`config.mk`:
```
export PLATFORM = sky130hd
export DESIGN_NAME = piso_arbiter
export DESIGN_NICKNAME = d
export VERILOG_FILES = /design/src/rtl/piso_arbiter.sv
export SDC_FILE = /design/constraint.sdc
export NUM_CORES = 1
export LEC_CHECK = 0
export BUFFER_PORTS_ARGS = -buffer_cell sky130_fd_sc_hd__clkbuf_2
export CAP_MARGIN = 20
export CORE_MARGIN = 10
export CORE_UTILIZATION = 54
export CTS_BUF_LIST = sky130_fd_sc_hd__clkbuf_8
export DETAILED_ROUTE_END_ITERATION = 8
export PLACE_DENSITY_LB_ADDON = 0.1
export SLEW_MARGIN = 20
export SYNTH_ARGS = -nofsm -noshare
export SYNTH_HDL_FRONTEND = slang
export SYNTH_SLANG_ARGS = --single-unit
```
`constraint.sdc`:
```
create_clock -name clk -period 3.1 [get_ports clk]
set_input_delay 0.155 -clock clk [delete_from_list [all_inputs] [get_ports clk]]
set_output_delay 0.155 -clock clk [all_outputs]
set_load 0.02 [all_outputs]
```
`src/rtl/piso_arbiter.sv`:
```
// piso_arbiter: round-robin arbiter feeding one requester nibble at a time
// to a 4-bit serializer, with completion ack, timeout abort and frame count.
`default_nettype none

module piso_arbiter #(
  parameter int TIMEOUT = 16
) (
  input  logic        clk,
  input  logic        rst,
  input  logic [3:0]  req,
  input  logic [15:0] req_data,
  input  logic [3:0]  ch_en,
  output logic [3:0]  ack,
  output logic [3:0]  ser_data,
  output logic        ser_valid,
  input  logic        ser_done,
  output logic        busy,
  output logic [1:0]  grant_id,
  output logic        timeout_err,
  output logic [7:0]  frame_cnt
);

  localparam int CW = $clog2(TIMEOUT + 1);

  typedef enum logic [1:0] {
    IDLE = 2'd0,
    LOAD = 2'd1,
    WAIT = 2'd2
  } state_t;

  state_t          state, state_nxt;
  logic [1:0]      last_grant;
  logic [1:0]      winner;
  logic [1:0]      cand;
  logic            found;
  logic [3:0]      eligible;
  logic [CW-1:0]   wait_cnt;
  logic            do_load, do_ack, do_timeout;

  // Search starts one past the last winner; i=4 wraps back onto last_grant.
  always_comb begin
    eligible = req & ch_en;
    winner   = last_grant;
    found    = 1'b0;
    cand     = 2'd0;
    for (int i = 1; i <= 4; i++) begin
      cand = last_grant + 2'(i);
      if (!found && eligible[cand]) begin
        found  = 1'b1;
        winner = cand;
      end
    end
  end

  always_ff @(posedge clk) begin
    if (rst) state <= IDLE;
    else     state <= state_nxt;
  end

  always_comb begin
    state_nxt  = state;
    do_load    = 1'b0;
    do_ack     = 1'b0;
    do_timeout = 1'b0;
    case (state)
      IDLE: begin
        if (found) begin
          do_load   = 1'b1;
          state_nxt = LOAD;
        end
      end
      LOAD: state_nxt = WAIT;
      WAIT: begin
        // A done arriving on the last allowed cycle still completes the transfer.
        if (ser_done) begin
          do_ack    = 1'b1;
          state_nxt = IDLE;
        end else if (wait_cnt == CW'(TIMEOUT)) begin
          do_timeout = 1'b1;
          state_nxt  = IDLE;
        end
      end
      default: state_nxt = IDLE;
    endcase
  end

  always_ff @(posedge clk) begin
    if (rst) begin
      ack         <= 4'd0;
      ser_valid   <= 1'b0;
      ser_data    <= 4'd0;
      grant_id    <= 2'd0;
      timeout_err <= 1'b0;
      frame_cnt   <= 8'd0;
      last_grant  <= 2'd3;
      wait_cnt    <= '0;
    end else begin
      ser_valid   <= do_load;
      timeout_err <= do_timeout;
      ack         <= do_ack ? (4'b0001 << grant_id) : 4'd0;
      if (do_load) begin
        grant_id <= winner;
        ser_data <= req_data[{winner, 2'b00} +: 4];
      end
      if (do_ack || do_timeout) last_grant <= grant_id;
      if (do_ack) frame_cnt <= frame_cnt + 8'd1;
      if (state == LOAD)      wait_cnt <= CW'(1);
      else if (state == WAIT) wait_cnt <= wait_cnt + CW'(1);
      else                    wait_cnt <= '0;
    end
  end

  assign busy = (state != IDLE);

endmodule

`default_nettype wire

```
Word-level counts from Yosys, hierarchy flattened
Cells that the tools add are included.

word-level totals
  ROM bits = 0
  word-level logic and storage cells = 70
  latch bits = 0
  input port bits = 27
  register bits = 29
  output and inout bits = 21
  memories = 0
  memory bits (writable) = 0

cells by class
  mux-type cells = 29
  divide/modulo/power cells = 0
  add/subtract/negate cells = 5
  shift-type cells = 2
  bitwise logic cells = 3
  reduce and logical (&&, ||, !) cells = 12
  magnitude comparators = 4
  multipliers = 0
  eq/ne operators = 5

operators with widths
  kind                                                  count
  2-to-1 mux 1 bit                                      17
  variable part select 16 x 5 -> 4 bit                  1
  2-to-1 mux 2 bit                                      7
  < comparator 2 x 3 -> 1 bit (second input constant)   4
  adder 8 x 1 -> 8 bit (second input constant)          1
  binary-select mux 1 bit (select 2 bit)                4
  one-hot mux 2 bit (3 select lines)                    1
  adder 5 x 1 -> 5 bit (second input constant)          1
  equality test 5 bit (second input constant)           1
  adder 2 bit (second input constant)                   2
  bitwise AND 4 bit                                     1
  << shifter 1 x 2 -> 4 bit (first input constant)      1
  logical AND 1 bit                                     3
  logical NOT 1 bit                                     3
  inequality test 3 bit (second input constant)         1
  OR reduction 3 bit                                    1
  adder 2 x 1 -> 2 bit (second input constant)          1
  equality test 2 x 1 -> 1 bit (second input constant)  1
  equality test 2 bit (second input constant)           1
  logical NOT 2 bit                                     1
  inequality test 2 bit (second input constant)         1
  inverter 1 bit                                        2
  AND reduction 2 bit                                   1
  nonzero test 2 bit                                    1
  other kinds (2)                                       2

Depth between registers and ports, before layout
Gate-level depths: netlist of run 1.

  depth after elaboration = 15
  mapped depth = 7
  depth with buffers taken out = 7

Worst setup path before layout of run 1
Ideal clock, no wire load.

  path type = reg2reg
  start point = register state[1]
  end point = register ser_data[0]
  buffers on the path = 1
  data arrival time = 1455 ps
  data required time = 3017 ps
  stages on the path, launching flop included = 6
  period minus slack after synthesis = 1537 ps
  path slack = 1563 ps
  cells stage by stage = dfxtp_1 -> or2_4 -> a41o_1 -> buf_6 -> or3_4 -> o221ai_1

between the ends
  longest elaborated chain between the ends = 2

RTL lines
  element                 RTL line  RTL
  start, declared         31        state_t state, state_nxt;
  start signal, assigned  57        else state <= state_nxt;
  logical NOT 2 bit       65        case (state)
  2-to-1 mux 1 bit        65
  end signal, assigned    103       ser_data <= req_data[{winner, 2'b00} +: 4];
  end, declared           14        output logic [3:0] ser_data,

No other way between the ends.
A chain may end at the register's enable or synchronous reset.

Worst setup path in the final report of run 1
  start point = register state[1]
  end point = register frame_cnt[5]

between the ends
  longest elaborated chain between the ends = 2

RTL lines
  element               RTL line  RTL
  equality test 2 bit   65
  2-to-1 mux 1 bit      65
  end signal, assigned  106       if (do_ack) frame_cnt <= frame_cnt + 8'd1;
  end, declared         20        output logic [7:0] frame_cnt

No other way between the ends.

==> results of run 1 <==
-- metal layers --
layer	global-route usage, %	routed length [µm]	vias to the layer above
met4	6.158	42	0
met3	4.509	168	5
met2	26.94	1696	27
li1	-	-	584
met5	0	0	-
met1	15.07	1241	536
-- synth_stat cells (all sizes together), types with 3 or more instances --
cell,instances
xnor2,3
mux2i,11
nand2,15
ha,3
and2,5
inv,4
o21ai,3
dfxtp,29
nand3,5
nor2,22
nand3b,4
xor2,7
a21oi,4
o221ai,4
-- area by class of cell --
class | count | area share, %
clock buffer | 5 | 4.244
sequential | 29 | 35.80
tap | 28 | 2.160
timing repair buffer | 47 | 14.51
inverter | 4 | 0.9259
multi-input combinational | 104 | 41.28
clock inverter | 3 | 1.080
-- layout by cell type, fill, tap and decap left out --
cell type                    netlist  final
sky130_fd_sc_hd__mux2i_1          11     11
sky130_fd_sc_hd__dfxtp_1          29     29
sky130_fd_sc_hd__a21oi_1           4      4
sky130_fd_sc_hd__o21ai_0           2      2
sky130_fd_sc_hd__nand3_1           5      5
sky130_fd_sc_hd__and4_1            1      1
sky130_fd_sc_hd__nand3b_1          4      4
sky130_fd_sc_hd__clkbuf_8          0      5
sky130_fd_sc_hd__or3_4             1      1
sky130_fd_sc_hd__nor3b_1           1      1
sky130_fd_sc_hd__nor2b_1           1      1
sky130_fd_sc_hd__nor2b_2           1      1
sky130_fd_sc_hd__o21ai_1           1      1
sky130_fd_sc_hd__xnor2_1           3      3
sky130_fd_sc_hd__or2_4             1      1
sky130_fd_sc_hd__clkbuf_2          0     47
sky130_fd_sc_hd__o22ai_1           2      2
sky130_fd_sc_hd__nand4_1           2      2
sky130_fd_sc_hd__nor3_1            1      1
sky130_fd_sc_hd__nand2b_1          1      1
sky130_fd_sc_hd__clkinv_2          0      2
sky130_fd_sc_hd__a211o_1           2      2
sky130_fd_sc_hd__xor2_1            7      7
sky130_fd_sc_hd__and3_1            1      1
sky130_fd_sc_hd__and2_1            5      5
sky130_fd_sc_hd__o221ai_1          4      4
sky130_fd_sc_hd__ha_1              3      3
sky130_fd_sc_hd__o2bb2ai_1         1      1
sky130_fd_sc_hd__clkinvlp_4        0      1
sky130_fd_sc_hd__nor2_1           22     22
sky130_fd_sc_hd__a41o_1            1      1
sky130_fd_sc_hd__inv_1             4      4
sky130_fd_sc_hd__or2b_2            1      1
sky130_fd_sc_hd__nand2_1          15     15
-- critical path, delay by kind of cell, from the launching register on --
| kind | cells | cell delay [ps] |
|---|---|---|
| XOR/XNOR | 1 | 180 |
| AND/OR/NAND/NOR | 5 | 1050 |
| flip-flops | 1 | 350 |
-- logic make-up (layout without fill, tap and decap cells) --
family | after synthesis | after routing | synth area share (%)
AOI/OAI and AO/OA | 17 | 17 | 9.223
xor gates and xnor gates | 10 | 10 | 6.797
adders and majority gates | 3 | 3 | 2.913
buffers and inverters | 8 | 59 | 3.009
DFF | 29 | 29 | 45.05
muxes | 11 | 11 | 8.544
and+or+nand+nor | 63 | 63 | 24.47
-- sequential cells by signal, indices dropped and copies added, names as in the netlist --
register and cells:
ack 4, frame_cnt 8, grant_id 2, last_grant 2, ser_data 4, ser_valid 1
state 2, timeout_err 1, wait_cnt 5
-- how the worst max path moves through the flow --
stage	endpoint	from	slack, ps
floorplan	ser_data[0]$_SDFFE_PP0P_	state[1]$_SDFFE_PP0P_	1560
global placement	frame_cnt[5]$_SDFFE_PP0P_	state[1]$_SDFFE_PP0P_	1520
detailed placement	frame_cnt[5]$_SDFFE_PP0P_	state[1]$_SDFFE_PP0P_	1450
CTS	frame_cnt[5]$_SDFFE_PP0P_	state[1]$_SDFFE_PP0P_	1430
global route	frame_cnt[5]$_SDFFE_PP0P_	state[1]$_SDFFE_PP0P_	1250
finish	frame_cnt[5]$_SDFFE_PP0P_	state[1]$_SDFFE_PP0P_	1390
-- where the power goes --
group / total [mW] / switching, mW / internal [mW]
clock network: 0.301 / 0.147 / 0.154
logic: 0.136 / 0.0780 / 0.0582
registers: 0.407 / 0.0155 / 0.392
total: 0.845 / 0.240 / 0.604
-- per-stage QoR --
stage / util [%] / instances
floorplan: - / 141
global placement: 68.74 / 212
detailed placement: 68.74 / 212
CTS: 72.61 / 220
global route: 72.61 / 220
finish: 72.61 / 220
==> summary.md, run 1 <==
The signal on the critical path passes through nor2b_2 -> and2_1 -> and4_1 -> nand3_1 -> xor2_1 -> nor2_1. The total area inside the core boundary comes to 2233 µm². The largest vdd supply drop was 0.4044 mV; the number of buffers inserted by post-CTS setup repair was 0.

STA puts the critical path data required time at 3250 ps. For the reg2reg setup slack, the log shows 1390 ps. Clock tree synthesis selected as its root buffer the cell sky130_fd_sc_hd__clkbuf_8. The worst hold path begins at ser_done.

Quantity of gates resized following cts: 0. The path with the worst hold slack has its endpoint at timeout_err$_SDFF_PP0_. Height of the die: 68.85 µm. The routed design has 3.148 mm of wire. The data arrival at the endpoint of the critical path is 1860 ps, and the largest incremental delay on the critical path is 350 ps. The tools report the final-layout fill cell count as 196.

The logs give 0 ps for the post-route setup TNS and 844.7 µW for the total power of the final layout. The finished cells cover 1622 µm². By startpoint and endpoint, the worst setup path is classified as register to register. Across the routed clock network, the largest skew measured is 3.074 ps. From synthesis to final layout, the design area changed by 25.83%.

The count of buffers added on input and output ports is 47. The most used flip-flop cell after synthesis is sky130_fd_sc_hd__dfxtp_1. The tools report the count of unique library cells instantiated by Yosys as 33.

The first global-routing pass estimated 5.347 mm of wire. The repair_antennas step left the layout with diodes totalling 0. The register area came out at 580.6 µm². Final max-slew violation count: 0. The total CTS buffers was 5; the detailed-router iteration count before antenna repair was 4. The logs give 0 for the number of warning messages in the yosys log and 171 for the synthesized net count. For this configuration, the core starts out at a cell density of 57.70%. In this run the biggest area consumer among cell types represents 45.05% of the synthesized area. The cell area that synthesis handed to floorplanning was 1289 µm². In this run the core area contains 17 standard-cell rows. The sequential fraction of the synthesis area is 45.05%. Among all stages on the critical path, the largest delay is contributed by sky130_fd_sc_hd__dfxtp_1.

The tools report the reported leakage power as 0.7689 nW. The clock reaches the later pin of the worst-skew pair after 280 ps. In this run the tightest slew margin relative to its limit is 71.45%. The H-tree generated during clock tree synthesis spans 2 levels. Synthesis inferred 29 register bits.

The worst register-to-register path ends at frame_cnt[5]$_SDFFE_PP0P_. Averaged over all synthesized cells, the footprint is 9.140 µm². The global route total overflow came out at 0. The pre-CTS setup slack was 1445 ps; the buffer levels on the longest clock path was 2. In this run the worst hold path is classified as input port to register.

STA classifies the critical path endpoint as a register. Hold repair after CTS inserted 0 buffers. The worst register-to-register path begins at state[1]$_SDFFE_PP0P_. The share of post-route cells with drive strength above 1 works out to 30.73%.

Yosys mapped a number of flops with a built-in enable equal to 0. Setup violations remaining at the end of the flow were counted as 0. The tool flagged a number of max-cap violations equal to 0. By area the synthesized netlist is led by sky130_fd_sc_hd__dfxtp_1 45%, sky130_fd_sc_hd__mux2i_1 8.5%, sky130_fd_sc_hd__nor2_1 6.4%. The via count of the first global-routing pass came out at 1224. On the final layout, the worst hold slack is 101.6 ps. Clock-pin slew was measured on the worst setup and hold paths at 60 ps.

For this block, the initial DRC count from the detailed router was 56. For the pin with the worst max-slew slack, the measured transition is 428.2 ps. The flow ran to the end, and the final reports show no timing, DRC or antenna violations. For this run, design rule violations remaining after detail routing come to 0. After the last flow step, the layout net total stands at 221.

The run gives 0 as the number of antenna violations at the first check in global routing. Entering global routing, the biggest net connects 24 pins. The worst path in the final design needs a cycle of 1705 ps, including I/O delays and setup.

For this run, asynchronously set or reset flops after synthesis account for 0%. After layout, the worst path uses 55.00% of the clock period. Of all nets on the critical path, the largest fanout is 6.

Sort of element at the start of the critical path: a register. Of all cell types, the one taking the most synthesized area is sky130_fd_sc_hd__dfxtp_1. Routability-driven placement finished with a final weighted congestion of 0.7785. The remaining antenna violation count was 0; the number of top-level pins was 48. After detailed routing, the average wire length per cell comes to 14.31 µm.

Setup repair after global routing left no endpoint under its margin. The clock net in this run drives a total of 29 sinks. The number of vias after detailed routing came out at 1152. The die covers 4740 µm². Cell area power density: 520.9 nW/µm². In the final layout, the multi-input gates occupy 669.4 µm². The depth of the worst hold-timing path came out at 2.

The die is 68.85 µm wide. The HPWL after detailed placement is 2.501 mm. TritonCTS built the clock tree. The count of endpoints failing hold in the final timing report was 0; the final worst setup slack was 1395 ps. After detailed routing, the number of vias per cell comes to 5.236.

The synthesized instance count came out at 141. In this run the cell area measured after placement is 1535 µm². The depth of the worst register-to-register path is 6. The tools report the fmax as 0.5865 GHz. For this run, the total global-route usage over all layers was measured as 14.71%.
(Power assumes the default switching activity.)
==> run 2, diff against run 1 <==
--- a/config.mk
+++ b/config.mk
@@ -5,10 +5,11 @@
 export SDC_FILE = /design/constraint.sdc
 export NUM_CORES = 1
 export LEC_CHECK = 0
+export ABC_AREA = 1
 export BUFFER_PORTS_ARGS = -buffer_cell sky130_fd_sc_hd__clkbuf_2
 export CAP_MARGIN = 20
 export CORE_MARGIN = 10
-export CORE_UTILIZATION = 54
+export CORE_UTILIZATION = 53
 export CTS_BUF_LIST = sky130_fd_sc_hd__clkbuf_8
 export DETAILED_ROUTE_END_ITERATION = 8
 export PLACE_DENSITY_LB_ADDON = 0.1
==> constraint.sdc (replaced) <==
create_clock -name clk -period 1.75 [get_ports clk]
set_input_delay 0.0875 -clock clk [delete_from_list [all_inputs] [get_ports clk]]
set_output_delay 0.0875 -clock clk [all_outputs]
set_load 0.02 [all_outputs]
==> run 2 against run 1 <==
  * Combinational power increased to 6.3 times the previous value
  * Largest power group is now combinational logic
  * Critical path depth increased by 7
  * Synthesized cell count increased by 63%
  * Sequential power increased by 98%
  * Fmax increased by 5.3%
  * Cell area increased by 28%
  * Critical path type unchanged
  * Global-route usage decreased by 0.52 points
==> summary.md, run 2 <==
Total standard cell area after synthesis: 1653 µm² (+28%). The run gives 0 (unchanged) as the global route total overflow. The number of vias after detailed routing came out at 1611 (+40%).

The number of enable-type register cells in the synthesized netlist is 0 (unchanged). The worst-margin pin slew is 317.4 ps (-110.8 ps), and the number of register bits inferred by synthesis is 29 (unchanged). The insertion delay of the later-clocked pin in the worst-skew pair is 280 ps (about the same), and the wire length of the first global-routing pass is 6.354 mm (+19%). The tools report the reported leakage power as 1.017 nW (+32%). The remaining antenna violation count came out at 0 (unchanged). The H-tree depth was 2 (unchanged); the time the worst path needs with I/O delays and setup was 1619 ps (-85.69 ps).

The largest fanout on the critical path is 9 (+3). The largest registers in the layout are frame_cnt x8, wait_cnt x5. Maximum number of pins on one net before global-route repair: 14 (-42%). The effective utilization at floorplan is 54.59% (-3.1 points). The synthesized area divided by synthesized cell count came out at 7.186 µm² (-21%). The core region area is 3028 µm² (+36%). The largest family of logic cells by synthesized area is simple AND/OR/NAND/NOR gates. The overall routed net length is 3.895 mm (+24%).

The dominant cell by count in the synthesized netlist was sky130_fd_sc_hd__nand3_1. In this design, the largest share of critical-path delay is due to simple AND/OR/NAND/NOR gates. The relative max-transition margin was 78.84% (+7.4 points). Leaving out fill and tap cells, the most frequent cell in the layout is sky130_fd_sc_hd__clkbuf_2.

The largest incremental delay on the critical path came out at 360 ps (about the same). The share of Yosys cell area claimed by the top area cell type is 35.12% (-9.9 points), and the final instance area is 2081 µm² (+28%). Via count of the first global-routing pass: 1493 (+22%). The final-layout fill cell count was 287 (+46%); the adder and majority gate portion of the synthesized area was 2.271% (-0.64 points). The run gives 0.6126 mV (+51%) as the largest vdd supply drop. The logs give 0.6175 GHz (+5.3%) for the fmax and 5752 µm² (+21%) for the area enclosed by the die boundary. The post-detailed-placement cell area is 1927 µm² (+26%), and the xor and xnor area share after synthesis is 1.590% (-5.2 points). The biggest area contributor in the post-synthesis netlist is sky130_fd_sc_hd__dfxtp_1.

The routed wirelength normalized by instance count was 11.88 µm (-17%). By startpoint and endpoint, the worst setup path is classified as register to register. The tools report the synthesized net count as 260 (+52%). Share of synthesized cell area in and, or, nand and nor gates: 42.32% (+18 points).

Counting flops per register, the top entry is frame_cnt. The flip-flop count of the largest register after layout was 8 (unchanged). Cell with the most instances on the worst path: sky130_fd_sc_hd__nand2_4. The library cell contributing the largest single delay on the critical path was sky130_fd_sc_hd__dfxtp_2.

TritonCTS built the clock tree. The core utilization of the finished layout is 68.72% (-3.9 points). The tools report the total of endpoints with negative setup slack in the final report as 0 (unchanged).

The launch point of the critical path is last_grant[0]$_SDFFE_PP1P_. The height of the die was 75.85 µm (+10%). The number of top-level pins came out at 48 (unchanged).

The x dimension of the die is 75.85 µm (+10%), and the violation count after the first detailed-route iteration is 85 (+52%). Antenna cell count: 0 (unchanged). The area growth from synthesis to layout came out at 25.89% (about the same). The internal cell power came out at 1.352 mW (+120%). Sorting the synthesized cells by how often they occur yields 41 x sky130_fd_sc_hd__nand3_1, 40 x sky130_fd_sc_hd__nand2_1, 29 x sky130_fd_sc_hd__dfxtp_1, 27 x sky130_fd_sc_hd__inv_1, 19 x sky130_fd_sc_hd__nor2_1. For the count of endpoints failing hold in the final timing report, the log shows 0 (unchanged). The max-capacitance violation count is 0 (unchanged), and the cell area power density is 1059 nW/µm² (+100%).

The nature of the critical path endpoint was a register. The DRC violations left is 0 (unchanged). The run gives 0 (unchanged) as the number of hold buffers added after cts.

The portion of total power attributed to sequential cells was 36.5% (-12 points); the sequential fraction of the synthesis area was 35.12% (-9.9 points). The data arrival at the endpoint of the critical path is 1830 ps (-30 ps), and the overall fraction of global-route tracks in use is 14.19% (-0.52 points). The final max-slew violation count is 0 (unchanged), and the share of post-route cells with drive strength above 1 is 35.21% (+4.5 points). The number of sinks driven by the clock tree was 29 (unchanged).

The count of buffers from port buffering is 47 (unchanged). The total net switching power came out at 852.3 µW (+250%). For the floorplan row count, the log shows 20 (+3). The share of the synthesized area in compound gates (AO/OA/AOI/OAI) was 9.992% (+0.77 points); the multiplexer area fraction after synthesis was 0% (-8.5 points). The run gives 0 ps (unchanged) as the post-route setup TNS. Most used flip-flop cell after synthesis: sky130_fd_sc_hd__dfxtp_1. Buffer levels on the longest clock path: 2 (unchanged). The total CTS buffers was 5 (unchanged). The run finished with clean final reports.

The tools report the count of unique library cells instantiated by Yosys as 31 (-6.1%). Critical register-to-register path startpoint: last_grant[0]$_SDFFE_PP1P_. In the layout the commonest cells are 47 x sky130_fd_sc_hd__clkbuf_2, 39 x sky130_fd_sc_hd__nand3_1, 37 x sky130_fd_sc_hd__nand2_1.

Placer's final routability congestion estimate: 0.7939 (+2.0%). For the endpoint required time on the critical path, the log shows 1960 ps (-1290 ps). The switching power share of the total works out to 38.66% (+10 points). The final period utilization works out to 92.53% (+38 points).

Yosys attributes the largest share of cell area to sky130_fd_sc_hd__dfxtp_1 35%, sky130_fd_sc_hd__nand3_1 12%, sky130_fd_sc_hd__nand2_1 9.1%. CTS clock-pin slew for the worst setup and hold paths: 60 ps (about the same). For the largest clock skew in the final design, the log shows 2.042 ps (-1.032 ps). The logs give 230 (+63%) for the synthesized instance count and 4 (unchanged) for the detailed-router iteration count before antenna repair.

The number of antenna violations at the first check in global routing is 0 (unchanged), and the number of warning messages in the yosys log is 0 (unchanged). The fraction of registers with async set or reset after synthesis works out to 0% (unchanged). The critical hold path startpoint was ser_done. The root buffer cell was sky130_fd_sc_hd__clkbuf_8. The detailed-route vias per instance is 4.912 (-6.2%), and the post-DP HPWL is 2.904 mm (+16%). Class of the most critical hold timing path: input port to register.

The buffer and inverter count on the worst path was 1 (+1). The run gives 314 (+42%) as the total number of nets in the final design. Portion of total power attributed to combinational logic: 38.8% (+23 points).

Walking the worst path, the cells encountered are buf_6 -> nand2_1 -> nand2_2 -> nand2_2 -> nand2_4 -> nand2_4 -> nand2_2 -> nand2_4 -> nand2_4 -> nand2_1 -> nand3_1 -> nand3_1 -> a21oi_2. STA classifies the critical path startpoint as a register. The fraction of power consumed by the clock network is 24.7% (-11 points).
==> run 2: cell types whose count changed after synthesis, sizes merged, moves of 9 or more <==
cell and delta:
inv +26, o21ai +11, a21oi +9, mux2i -11, nand3 +38, nand2 +42
==> run 2: tightest hold or removal path, stage by stage <==
cell	delay [ps]
sky130_fd_sc_hd__clkbuf_2	90
sky130_fd_sc_hd__inv_1	60
sky130_fd_sc_hd__nand3_1	110
sky130_fd_sc_hd__nor4_1	50
==> run 2: layer usage <==
metal / vias up / track usage, % / part of all wire [%]
li1: 856 / - / -
met1: 711 / 16.58 / 46
met2: 40 / 22.45 / 43
met3: 4 / 7.161 / 9.8
met4: 0 / 3.711 / 0.62
met5: - / 0 / 0
==> run 2: layout make-up <==
| type | count | area [µm²] | area share (%) |
|---|---|---|---|
| flip-flops and latches | 29 | 585.6 | 28.14 |
| well taps | 44 | 55.05 | 2.646 |
| inverters | 30 | 115.1 | 5.532 |
| clock buffers | 6 | 82.58 | 3.969 |
| repair buffers | 51 | 269.0 | 12.93 |
| clock inverters | 1 | 3.754 | 0.1804 |
| multi-input cells | 167 | 969.7 | 46.60 |
==> run 2: repair_timing <==
action                     4_1_cts  5_1_grt
buffers inserted                 0        2
resized for setup                0       17
setup endpoints to repair        0        7
==> run 2: power by group through the flow <==
stage / clock network (mW) / logic, mW / registers (mW)
6_report: 0.544 / 0.855 / 0.805
5_1_grt: 0.576 / 0.956 / 0.817
4_1_cts: 0.547 / 0.819 / 0.798
3_5_place_dp: 0 / 0.813 / 0.811
3_3_place_gp: 0 / 0.809 / 0.812
2_1_floorplan: 0 / 0.555 / 0.873
==> run 2: logic make-up (layout without fill, tap and decap cells) <==
group	count (synthesis)	count (layout)
and+or+nand+nor	132	132
buffers and inverters	34	88
AOI/OAI and AO/OA	29	29
DFF	29	29
adders and majority gates	3	3
xor gates and xnor gates	3	3
==> run 2: metrics by stage <==
step	instances	total power, mW	setup WS (ps)	hold WS, ps
floorplan	230	1.428	262.7	242.1
global placement	319	1.622	89.45	422.1
detailed placement	319	1.623	89.63	434.3
CTS	326	2.164	78.71	146.6
global route	328	2.348	-17.66	198.2
finish	328	2.204	130.6	168.4
==> run 2: worst paths after layout <==
check,depth (start not counted),slack (ps),to
min reg2reg,2,480,ser_data[2]$_SDFFE_PP0P_
max reg2reg,13,130,ser_data[1]$_SDFFE_PP0P_
min,4,170,timeout_err$_SDFF_PP0_
max,13,130,ser_data[1]$_SDFFE_PP0P_
